## config.mk

```make
export PLATFORM = sky130hd
export DESIGN_NAME = echo_delay_ctrl
export DESIGN_NICKNAME = d
export VERILOG_FILES = /design/src/rtl/echo_delay_ctrl.sv
export SDC_FILE = /design/constraint.sdc
export NUM_CORES = 1
export LEC_CHECK = 0
export BUFFER_PORTS_ARGS = -buffer_cell sky130_fd_sc_hd__clkbuf_2
export CAP_MARGIN = 20
export CORE_UTILIZATION = 54
export CTS_CLUSTER_DIAMETER = 30
export DETAILED_ROUTE_END_ITERATION = 16
export PLACE_DENSITY_LB_ADDON = 0.08
export SLEW_MARGIN = 10
export SYNTH_ARGS = -nofsm -noshare
export SYNTH_HDL_FRONTEND = slang
export SYNTH_SLANG_ARGS = --single-unit
```

## constraint.sdc

```tcl
create_clock -name clk -period 3 [get_ports clk]
set_input_delay 0.3 -clock clk [delete_from_list [all_inputs] [get_ports clk]]
set_output_delay 0.3 -clock clk [all_outputs]
set_load 0.02 [all_outputs]
```

## src/rtl/echo_delay_ctrl.sv

```systemverilog
// Echo delay controller: circular buffer in an external DPRAM, one sample in flight; accept -> out_valid in 2 cycles.
// Backpressure: in_ready only in IDLE, and the output is held until out_ready, so upstream stalls for the whole transaction.
module echo_delay_ctrl #(
    parameter int ADDR_WIDTH = 10,
    parameter int DATA_WIDTH = 18
) (
    input  logic                  clk,
    input  logic                  rst_n,
    input  logic                  in_valid,
    input  logic [DATA_WIDTH-1:0] in_data,
    output logic                  in_ready,
    output logic                  out_valid,
    output logic [DATA_WIDTH-1:0] out_data,
    input  logic                  out_ready,
    input  logic [ADDR_WIDTH-1:0] delay_cfg,
    input  logic                  cfg_load,
    input  logic                  flush,
    output logic [ADDR_WIDTH-1:0] ram_a_addr,
    output logic [DATA_WIDTH-1:0] ram_a_wr_data,
    output logic                  ram_a_wr_en,
    output logic [ADDR_WIDTH-1:0] ram_b_addr,
    output logic                  ram_b_wr_en,
    input  logic [DATA_WIDTH-1:0] ram_b_rd_data,
    output logic                  primed
);

    typedef enum logic [1:0] {IDLE, RD_WAIT, OUT} state_t;
    typedef enum logic [1:0] {TAG_ZERO, TAG_RAM, TAG_BYPASS} tag_t;

    localparam logic [ADDR_WIDTH-1:0] ONE      = ADDR_WIDTH'(1);
    localparam logic [ADDR_WIDTH-1:0] FILL_MAX = '1;

    state_t                  state_q, state_d;
    tag_t                    tag_q, tag_d;
    logic [ADDR_WIDTH-1:0]   wr_ptr_q, wr_ptr_d;
    logic [ADDR_WIDTH-1:0]   fill_q, fill_d;
    logic [ADDR_WIDTH-1:0]   delay_q, delay_d;
    logic [ADDR_WIDTH-1:0]   pend_delay_q, pend_delay_d;
    logic                    pend_q, pend_d;
    logic                    flush_q, flush_d;
    logic [DATA_WIDTH-1:0]   bypass_q, bypass_d;
    logic                    out_valid_q, out_valid_d;
    logic [DATA_WIDTH-1:0]   out_data_q, out_data_d;
    logic                    accept;
    logic                    qual_idle;

    always_comb begin
        state_d      = state_q;
        tag_d        = tag_q;
        wr_ptr_d     = wr_ptr_q;
        fill_d       = fill_q;
        delay_d      = delay_q;
        pend_delay_d = pend_delay_q;
        pend_d       = pend_q;
        flush_d      = flush_q;
        bypass_d     = bypass_q;
        out_valid_d  = out_valid_q;
        out_data_d   = out_data_q;

        accept    = (state_q == IDLE) && in_valid;
        qual_idle = (state_q == IDLE) && !in_valid;

        ram_a_wr_en   = accept;
        ram_a_addr    = wr_ptr_q;
        ram_a_wr_data = in_data;
        // Zero delay is served from the bypass register; steer port B away from the write slot.
        ram_b_addr    = (accept && (delay_q == '0)) ? wr_ptr_q + ONE : wr_ptr_q - delay_q;
        ram_b_wr_en   = 1'b0;
        primed        = (delay_q == '0) || (fill_q >= delay_q);

        unique case (state_q)
            IDLE: begin
                if (accept) begin
                    wr_ptr_d = wr_ptr_q + ONE;
                    if (fill_q != FILL_MAX) fill_d = fill_q + ONE;
                    bypass_d = in_data;
                    if (delay_q == '0)          tag_d = TAG_BYPASS;
                    else if (fill_q >= delay_q) tag_d = TAG_RAM;
                    else                        tag_d = TAG_ZERO;
                    state_d = RD_WAIT;
                end
            end
            RD_WAIT: begin
                unique case (tag_q)
                    TAG_RAM:    out_data_d = ram_b_rd_data;
                    TAG_BYPASS: out_data_d = bypass_q;
                    default:    out_data_d = '0;
                endcase
                out_valid_d = 1'b1;
                state_d     = OUT;
            end
            OUT: begin
                if (out_ready) begin
                    out_valid_d = 1'b0;
                    state_d     = IDLE;
                end
            end
            default: state_d = IDLE;
        endcase

        // Config and flush only land between transactions so an in-flight sample keeps its context.
        if (qual_idle) begin
            if (cfg_load)    delay_d = delay_cfg;
            else if (pend_q) delay_d = pend_delay_q;
            pend_d = 1'b0;
            if (flush || flush_q) begin
                wr_ptr_d = '0;
                fill_d   = '0;
            end
            flush_d = 1'b0;
        end else begin
            if (cfg_load) begin
                pend_d       = 1'b1;
                pend_delay_d = delay_cfg;
            end
            if (flush) flush_d = 1'b1;
        end
    end

    always_ff @(posedge clk or negedge rst_n) begin
        if (!rst_n) begin
            state_q      <= IDLE;
            tag_q        <= TAG_ZERO;
            wr_ptr_q     <= '0;
            fill_q       <= '0;
            delay_q      <= '0;
            pend_delay_q <= '0;
            pend_q       <= 1'b0;
            flush_q      <= 1'b0;
            bypass_q     <= '0;
            out_valid_q  <= 1'b0;
            out_data_q   <= '0;
        end else begin
            state_q      <= state_d;
            tag_q        <= tag_d;
            wr_ptr_q     <= wr_ptr_d;
            fill_q       <= fill_d;
            delay_q      <= delay_d;
            pend_delay_q <= pend_delay_d;
            pend_q       <= pend_d;
            flush_q      <= flush_d;
            bypass_q     <= bypass_d;
            out_valid_q  <= out_valid_d;
            out_data_q   <= out_data_d;
        end
    end

    assign in_ready  = (state_q == IDLE);
    assign out_valid = out_valid_q;
    assign out_data  = out_data_q;

endmodule

```

## Word-level counts from Yosys, hierarchy flattened

Cells that the tools add are included.

| word-level totals | value |
|---|---|
| register bits | 83 |
| input bits | 52 |
| output and inout bits | 61 |
| word-level logic and storage cells | 64 |

| cells by class | value |
|---|---|
| add/subtract/negate cells | 3 |
| magnitude comparators | 1 |
| eq/ne operators | 7 |
| mux-type cells | 24 |
| bitwise gates (word level) | 1 |
| reductions and logical operators | 17 |

Operators by type and width:

| operator | number |
|---|---|
| 2-to-1 mux 10 bit | 12 |
| case mux 18 bit (2 select lines) | 1 |
| adder 10 x 1 -> 10 bit, second input constant | 2 |
| greater-or-equal comparator 10 bit | 1 |
| logical NOT 10 bit | 1 |
| != test 10 bit, second input constant | 1 |
| AND reduction 2 bit | 5 |
| subtractor 10 bit | 1 |
| nonzero test 2 bit | 4 |
| 2-to-1 mux 1 bit | 6 |
| 2-to-1 mux 2 bit | 3 |
| case mux 2 bit (3 select lines) | 1 |
| equality test 2 x 1 -> 1 bit, second input constant | 2 |
| equality test 2 bit, second input constant | 2 |
| logical AND 1 bit | 3 |
| logical NOT 2 bit | 1 |
| logical OR 1 bit | 2 |
| != test 2 x 1 -> 1 bit, second input constant | 1 |
| != test 2 bit, second input constant | 1 |
| case mux 1 bit (2 select lines) | 1 |
| logical NOT 1 bit | 1 |
| NOT 1 bit | 1 |

## Longest topological paths before layout

Gate-level depths: netlist of run 1.

| logic depth | value |
|---|---|
| depth after elaboration | 6 |
| depth in mapped cells | 8 |
| mapped depth without buffers | 8 |

## Worst setup path after synthesis of run 1

Ideal clock, no wire load.

| timing | value |
|---|---|
| kind | flip-flop to output port |
| start | reg wr_ptr_q[0] (netlist: ram_a_addr[0]) |
| end | out ram_b_addr[6] |
| data arrival time | 2.212 ns |
| path slack | 0.488 ns |
| stages on the path, launching flop included | 9 |
| path buffers | 0 |
| path through | dfrtp_1 > inv_1 > ha_1 > fa_1 > nor2b_1 > o31a_1 > o21a_1 > nor3_1 > o31ai_1 |

| between the ends | value |
|---|---|
| word-level cells in the longest chain between the ends | 2 |

RTL lines:

| what | line | text |
|---|---|---|
| start, declared | 35 | `logic [ADDR_WIDTH-1:0] wr_ptr_q, wr_ptr_d;` |
| start signal, assigned | 136 | `wr_ptr_q <= wr_ptr_d;` |
| subtractor 10 bit / adder 10 x 1 -> 10 bit (equally long branches) | 67 | `ram_b_addr = (accept && (delay_q == '0)) ? wr_ptr_q + ONE : wr_ptr_q - delay_q;` |
| 2-to-1 mux 10 bit (*) | 67 |  |
| end, declared | 21 | `output logic [ADDR_WIDTH-1:0] ram_b_addr,` |

Every way passes the cells marked *; elsewhere a longest branch is shown, timed or not.

## Final worst setup path of run 1

| timing | value |
|---|---|
| start | reg wr_ptr_q[0] (netlist: ram_a_addr[0]) |
| end | out ram_b_addr[8] |

Same word-level chain as after synthesis.

==> impl_results.md, run 1 <==
- Status: finished clean
- Initial antenna violation count: 0
- Antenna Cells: 0
- Worst Hold Slack: 0.134 ns
- CTS Buf Count: 9
- Sequential area share after synthesis: 45.4%
- Die area: 8850 sq um
- Number of port buffers: 111
- Rows: 33
- Setup ws final: 0.120 ns
- Reg clk slew, reported paths: 0.09 ns
- GRT Util Overall: 24.5%
- Dpl cell area: 5110 sq um
- Post-route ant nets: 0
- Mapped Nets: 576
- Final wirelength: 10100 um
- Clock Latency Late Sink: 0.36 ns
- Post-CTS Setup Bufs: 0
- Post-DP HPWL: 7060 um
- Tightest Pin Transition: 0.736 ns
- Hold WC Path Type: input port to flip-flop
- Core area: 8220 sq um
- First-pass GRT wire length: 16600 um
- RSZ-0062 raised after global routing: true
- Element type at the critical path end: output port
- Max-Cap Viols: 0
- Startpoint types: flip-flop
- Final Max Tran Viols: 0
- DRC violations left: 0
- Area grow syn2layout: 17.3%
- Die W: 94.1 um
- GP Congestion: 0.877
- CTS max path bufs: 2
- Minimum clock period: 2.88 ns
- R2r worst-path depth: 7
- DRT iter0 DRCs: 153
- Wire per inst: 14.4 um
- Drt pass-1 iters: 4
- Count of cell types in the netlist: 51
- Number of clock sinks: 83
- Hold path cells: 3
- Synthesis warning total: 0
- Post-layout util: 65.3%
- Post-synth EDFFs: 0
- CP Class: flip-flop to output port
- Commonest cells in the netlist: nand2_1, dfrtp_1, nor2_1
- Worst EP required: 2.70 ns
- CP Data Arrival Time: 2.58 ns
- Syn Inst Count: 500
- Largest net degree at the start of global routing: 84
- Via density: 5.40
- Worst vdd ir: 0.000465 V
- FFs w/ async S/R, synth: 100%
- Clk_skew: 0.0149 ns
- Final setup vio count: 0
- Layout cell share with drive strength beyond 1: 26.1%
- Worst slack at placement: 0.500 ns
- Final period utilization: 96.0%
- Setup Total Neg Slack: 0 ns
- Final Hold Violating Endpoints: 0
- Synth Area per Inst: 9.15 sq um
- Count leader, synth: nand2_1
- Initial core utilization: 55.7%
- Top-area cell type share of the netlist area: 45.4%
- Area leader, netlist: dfrtp_1
- Design Area, Final: 5370 sq um
- Htree depth: 3
- Die Ht: 94.1 um
- CTS tree: yes
- Highest clock rate: 347 MHz
- Crit Path Max Fanout: 5
- Dominant synthesized flop cell: dfrtp_1
- Leakage: 2.74 nW
- Grt total ovfl: 0
- Vias in the first global route: 3511
- CTS Root Cell: clkbuf_8
- Via count: 3783
- Layout Nets: 666
- Main area contributors after synthesis: dfrtp_1, nand2_1, ha_1
- I/O pin cnt: 113
- Max-slew headroom: 50.9%
- Synthesized area: 4580 sq um
- #FFs+latches synth: 83
- Pwr dens: 770 nW/um^2
-- cell type report --
cell class                      count  area, sq um
Fill cell                         728         2850
Multi-Input combinational cell    358         2220
Sequential cell                    83         2080
Timing Repair Buffer              119          633
Clock buffer                       10          138
Tap cell                          105          131
Clock inverter                      6         93.8
Inverter                           19         71.3
-- timing repair --
action	in CTS	in global routing
endpoints found under the setup margin	0	2
gates resized for setup	0	6
hold endpoints to repair	83	0
hold buffers	1	0
-- power breakdown --
part           total (mW)  leakage [nW]  internal (mW)  switching (mW)
sequential           1.63          1.06           1.40           0.226
clock               0.932         0.113          0.499           0.433
combinational        1.58          1.56          0.609           0.967
-- flip-flops by register name, summed over array words and instances, names as in the netlist --
register,cells
delay_q,10
pend_delay_q,10
ram_a_addr,10
state_q,2
fill_q,10
flush_q,1
tag_q,2
out_valid,1
bypass_q,18
pend_q,1
out_data,18
-- worst max-delay path, stage by stage (launching register included) --
cell and delay (ns):
dfrtp_1 0.44, inv_2 0.09, ha_2 0.18, fa_2 0.22
nor2b_1 0.06, o31a_1 0.29, o211a_1 0.24, or3_1 0.30
a31o_2 0.25, clkbuf_2 0.15
-- cells by family (layout without fill, tap and decap cells) --
| kind of cell | Yosys count | after routing | share of synthesized area [%] |
|---|---|---|---|
| xor gates and xnor gates | 22 | 22 | 4.21 |
| DFF | 83 | 83 | 45.4 |
| muxes | 23 | 23 | 5.30 |
| other | 1 | 1 | 0.0819 |
| buffers and inverters | 59 | 154 | 6.45 |
| AOI/OAI and AO/OA | 98 | 98 | 13.4 |
| adders and majority gates | 24 | 24 | 6.73 |
| and+or+nand+nor | 190 | 190 | 18.4 |
-- layer usage --
metal  GRT usage (%)  routed length [um]
met2            38.5                4780
met1            33.0                4660
met3            3.96                 493
met4            11.3                 170
met5               0                   0
-- cells in the final DEF, fill, tap and decap left out, drive strengths merged, types with 2 or more instances in the layout --
cell      n
xnor2     8
dfrtp    83
nor2b     2
mux2i    13
or3       7
xor2     14
o21ai    31
nand3     7
a22oi    19
bufinv    2
o21a      5
mux2     10
nor2     49
ha       23
clkbuf  120
o31ai     3
o31a      2
nand2    95
a21oi    25
nand4     3
and3      9
buf       8
and2      3
inv      21
or4       2
nand2b    3
nor3      5
-- path summary, 6_finish.rpt --
path                          startpoint       endpoint  slack, ns
min reg2reg                 bypass_q[15]   bypass_q[15]       0.48
min in group asynchronous          rst_n  ram_a_addr[4]       0.48
max                        ram_a_addr[0]  ram_b_addr[8]       0.12
max reg2reg                   state_q[1]      fill_q[7]       0.82
min                          in_data[11]   bypass_q[11]       0.13
max in group asynchronous          rst_n  ram_a_addr[9]       2.15
-- metrics by stage --
step	std cells	total power, mW
after global routing	700	4.44
after global placement	683	3.14
final	700	4.13
after detailed placement	683	3.19
after floorplan	500	2.69
after CTS	700	4.13
No activity file was read; power rests on OpenSTA's default activity.
==> inputs of run 2 (changes only) <==
CORE_ASPECT_RATIO = 0.6   (was not set)
PLACE_DENSITY_LB_ADDON = 0.25   (was 0.08)
RECOVER_POWER = 100   (was not set)
==> run 2 against run 1 <==
Cell area grew 0.14%. Utilization grew 1.5 points. Setup slack gained 0.013 ns. Non-clock buffer count grew 2. Critical path type unchanged. Highest routed layer unchanged.
==> impl_results.md, run 2 (synthesized netlist as in run 1, its figures left out) <==
- Die Ht: 73.3 um
- Final Hold Violating Endpoints: 0
- Element type at the critical path end: output port
- Worst EP required: 2.70 ns
- CP max-delay cell: dfrtp_1
- Leakage: 2.59 nW
- Minimum clock period: 2.87 ns
- Drt pass-1 iters: 5
- Overall power: 4.35 mW
- Worst path cell trace: ha_1, nor2b_1, o31a_1, o211a_1, or3_1, a31o_2, clkbuf_2
- Layout filler cell count: 709
- Clk_skew: 0.00537 ns
- WHS Endpoint: bypass_q[13]
- Design Area, Final: 5380 sq um
- Max-slew headroom: 3.44%
- Setup Total Neg Slack: 0 ns
- R2r worst-path depth: 6
- Die area: 8860 sq um
- Clock Latency Late Sink: 0.34 ns
- DRC violations left: 0
- RSZ-0062 raised after global routing: false
- Worst Hold Slack: 0.162 ns
- FF-to-FF End: fill_q[4]
- CP peak stage delay: 0.46 ns
- Reg2Reg Setup Slack: 0.37 ns
- Number of clock sinks: 83
- Grt total ovfl: 0
- Tightest Pin Transition: 1.45 ns
- Area grow syn2layout: 17.4%
- Layout cell share with drive strength beyond 1: 15.1%
- Vias in the first global route: 3548
- Hold path cells: 3
- Pwr dens: 809 nW/um^2
- Die W: 121 um
- Post-CTS Setup Bufs: 0
- Status: finished clean
- Comb power frac: 35.4%
- GP Congestion: 0.889
- Worst vdd ir: 0.000506 V
- CTS Root Cell: clkbuf_16
- Post-DP HPWL: 7530 um
- Most common cell after layout, fill and taps aside: nand2_1
- CP Class: flip-flop to output port
- Antenna Cells: 0
- Switching part of the total power: 38.0%
- CTS Buf Count: 9
- Share of power burned in registers: 37.4%
- Htree depth: 3
- Core area: 8040 sq um
- Layout Nets: 668
- CTS tree: yes
- Number of port buffers: 111
- Highest clock rate: 349 MHz
- Final period utilization: 95.6%
- Via count: 3805
- First-pass GRT wire length: 17300 um
- Hold WC Path Type: input port to flip-flop
- CTS max path bufs: 2
- Final Max Tran Viols: 0
- Most frequent cells in the layout: nand2_1, dfrtp_1, clkbuf_1, clkbuf_2, nor2_1
- Final setup vio count: 0
- Launch point of the worst path: ram_a_addr[2]
- Via density: 5.40
- Clock Power Share: 27.1%
- Initial core utilization: 56.9%
- RR Startpoint: state_q[0]
- Psw: 1.65 mW
- Rows: 25
- Min-delay src: in_data[13]
- Startpoint types: flip-flop
- Post-route ant nets: 0
- DRT iter0 DRCs: 186
- Dpl cell area: 5110 sq um
- I/O pin cnt: 113
- CP Data Arrival Time: 2.57 ns
- GRT Util Overall: 25.8%
- Total internal power: 2.70 mW
- Reg clk slew, reported paths: 0.06 ns
- Crit Path Max Fanout: 7
- Final wirelength: 10600 um
- Wire per inst: 15.0 um
- Max-Cap Viols: 0
- Initial antenna violation count: 0
- Largest net degree at the start of global routing: 84
run 2: per-stage QoR:
step,std cells,utilization [%],setup WS (ns)
2_1_floorplan,500,-,0.488
3_5_place_dp,687,63.5,0.499
4_1_cts,703,67.5,0.121
6_report,705,66.9,0.133
3_3_place_gp,687,63.5,0.542
5_1_grt,705,66.9,0.0137
run 2: power groups by stage:
| stage | combinational [mW] | sequential, mW | clock (mW) |
|---|---|---|---|
| floorplan | 1.08 | 1.61 | 0 |
| global placement | 1.52 | 1.62 | 0 |
| detailed placement | 1.56 | 1.64 | 0 |
| CTS | 1.58 | 1.63 | 1.19 |
| global route | 1.74 | 1.67 | 1.24 |
| finish | 1.54 | 1.63 | 1.18 |
run 2: layout make-up:
cell class,instances,area (sq um),area share (%)
Sequential cell,83,2080,38.6
Multi-Input combinational cell,358,2210,41.1
Tap cell,108,135,2.51
Inverter,19,71.3,1.33
Clock inverter,6,88.8,1.65
Timing Repair Buffer,121,564,10.5
Clock buffer,10,229,4.26
run 2: worst max path at each step:
stage | end | slack, ns
3_3_place_gp | ram_b_addr[8] | 0.54
2_1_floorplan | ram_b_addr[6] | 0.49
6_report | ram_b_addr[8] | 0.13
5_1_grt | ram_b_addr[8] | 0.01
4_1_cts | ram_b_addr[8] | 0.12
3_5_place_dp | ram_b_addr[8] | 0.50
run 2: repair_timing:
| item | CTS | global route |
|---|---|---|
| endpoints found under the hold margin | 0 | 16 |
| gates resized for setup | 0 | 3 |
| setup endpoints to repair | 0 | 2 |
| hold buffers | 0 | 1 |
run 2: worst max-delay path, delay by kind of cell (launching register included):
kind / cells / cell delay [ns]
adders and majority gates: 1 / 0.38
AOI/OAI and AO/OA: 3 / 0.76
buffers and inverters: 1 / 0.15
DFF: 1 / 0.46
and+or+nand+nor: 2 / 0.48
run 2: routing by layer:
metal | routed length [um] | GRT usage [%] | vias to the layer above
met5 | 0 | 0 | -
met4 | 133 | 7.00 | 0
met3 | 748 | 7.76 | 16
met2 | 4600 | 38.0 | 155
met1 | 5130 | 37.2 | 1761
li1 | - | - | 1873
==> inputs of run 3 (changes only) <==
CTS_CLUSTER_SIZE = 25   (was not set)
RECOVER_POWER = not set   (was 100)
==> run 3 against run 2 <==
Cell count unchanged. Hold slack worse by 0.00064 ns. Sequential cell count unchanged. Clock skew down 0.00072 ns. Clock-buffer cell count unchanged. First-iteration DRC count increased by 11%. Register-to-register slack improved by 0.55 ns. Via count stayed put. Global-route usage did not move. Power rose by 1.2%. Critical path type unchanged. Largest power group unchanged.
==> impl_results.md, run 3 (synthesized netlist as in run 1, its figures left out) <==
- Status: finished clean
- Largest net degree at the start of global routing: 84
- I/O pin cnt: 113
- CTS Root Cell: clkbuf_16
- Max-slew headroom: 50.9%
- DRT iter0 DRCs: 207
- Antenna Cells: 0
- CP Data Arrival Time: 2.57 ns
- Worst path cell trace: inv_1, ha_2, fa_2, nor2b_1, o31a_1, o211a_1, or3_1, a31o_2, clkbuf_2
- CTS tree: yes
- Die area: 8860 sq um
- CTS Buf Count: 9
- Final wirelength: 10600 um
- Post-route ant nets: 0
- Worst EP required: 2.70 ns
- Number of clock sinks: 83
- Final period utilization: 95.6%
- Post-route insts no fill: 705
- Wire per inst: 15.1 um
- Tightest Pin Transition: 0.736 ns
- GRT Util Overall: 25.8%
- Via density: 5.40
- Layout cell share with drive strength beyond 1: 25.6%
- CP Class: flip-flop to output port
- Final setup vio count: 0
- Number of port buffers: 111
- Layout filler cell count: 674
- Worst vdd ir: 0.000506 V
- CP max-delay cell: dfrtp_1
- CTS max path bufs: 2
- Setup Total Neg Slack: 0 ns
- Area grow syn2layout: 19.4%
- Post-CTS Setup Bufs: 0
- Minimum clock period: 2.87 ns
- Final Hold Violating Endpoints: 0
- Highest clock rate: 349 MHz
- Vias in the first global route: 3548
- GP Congestion: 0.889
- Final Max Tran Viols: 0
- Grt total ovfl: 0
- Max-Cap Viols: 0
- Layout Nets: 668
- Drt pass-1 iters: 5
- Htree depth: 3
- Initial antenna violation count: 0
- Crit path buf inv count: 2
- Via count: 3805
- Die Ht: 73.3 um
- Post-DP HPWL: 7530 um
- Reg clk slew, reported paths: 0.06 ns
- Placed Cells: 687
- Worst path top cell family by delay: compound AO/OA/AOI/OAI gates
- Hold WC Path Type: input port to flip-flop
- CP peak stage delay: 0.42 ns
- Die W: 121 um
- Core area: 8040 sq um
- Crit Path Max Fanout: 5
- Most frequent cells in the layout: clkbuf_2, nand2_1, dfrtp_1, nor2_1, o21ai_0
- Clock Latency Late Sink: 0.34 ns
- Leakage: 2.79 nW
- Startpoint types: flip-flop
- DRC violations left: 0
- Pwr dens: 806 nW/um^2
- Rows: 25
- Most common cell after layout, fill and taps aside: clkbuf_2
- Initial core utilization: 56.9%
- RSZ-0062 raised after global routing: false
- First-pass GRT wire length: 17300 um
- Clk_skew: 0.00464 ns
- Element type at the critical path end: output port
## run 3: final timing paths
check                         startpoint             to  slack (ns)  depth (start not counted)
min in group asynchronous          rst_n  ram_a_addr[6]        0.37                          2
setup reg to reg              state_q[0]      fill_q[4]        0.92                          6
hold / removal               in_data[13]   bypass_q[13]        0.16                          3
setup / recovery           ram_a_addr[0]  ram_b_addr[8]        0.13                          9
hold reg to reg             out_data[10]   out_data[10]        0.47                          2
max in group asynchronous          rst_n   out_data[10]        2.03                          3
## run 3: where the power goes
part	internal [mW]	switching (mW)
sequential	1.40	0.223
combinational	0.609	0.985
clock	0.730	0.454
## run 3: final cells by class
type / instances / area (sq um) / area share, %
Tap cell: 108 / 135 / 2.47
Clock inverter: 6 / 88.8 / 1.63
Multi-Input combinational cell: 358 / 2210 / 40.4
Inverter: 19 / 71.3 / 1.30
Timing Repair Buffer: 121 / 656 / 12.0
Clock buffer: 10 / 229 / 4.19
Sequential cell: 83 / 2080 / 38.0
## run 3: timing repair
action | CTS | global route
gates resized for setup | 0 | 3
endpoints found under the setup margin | 0 | 2
endpoints found under the hold margin | 0 | 16
hold buffers | 0 | 1
## run 3: tightest hold or removal path, delay by kind of cell
kind	cells	cell delay [ns]
buffers and inverters	1	0.08
and+or+nand+nor	2	0.08
## run 3: through the flow
step	hold WS, ns	utilization [%]	cell area [sq um]	power, mW	setup WS [ns]
after detailed placement	0.465	63.5	5110	3.20	0.499
after floorplan	0.00441	-	4580	2.69	0.488
after CTS	0.161	67.5	5420	4.40	0.121
after global routing	0.173	68.0	5470	4.69	0.0142
final	0.162	68.0	5470	4.40	0.132
after global placement	0.459	63.5	5110	3.14	0.542
## run 3: routing by layer
metal	global-route usage, %	wire length, um	vias to the layer above
li1	-	-	1877
met1	37.2	5150	1776
met2	38.0	4650	142
met3	7.76	714	10
met4	7.00	105	0
met5	0	0	-
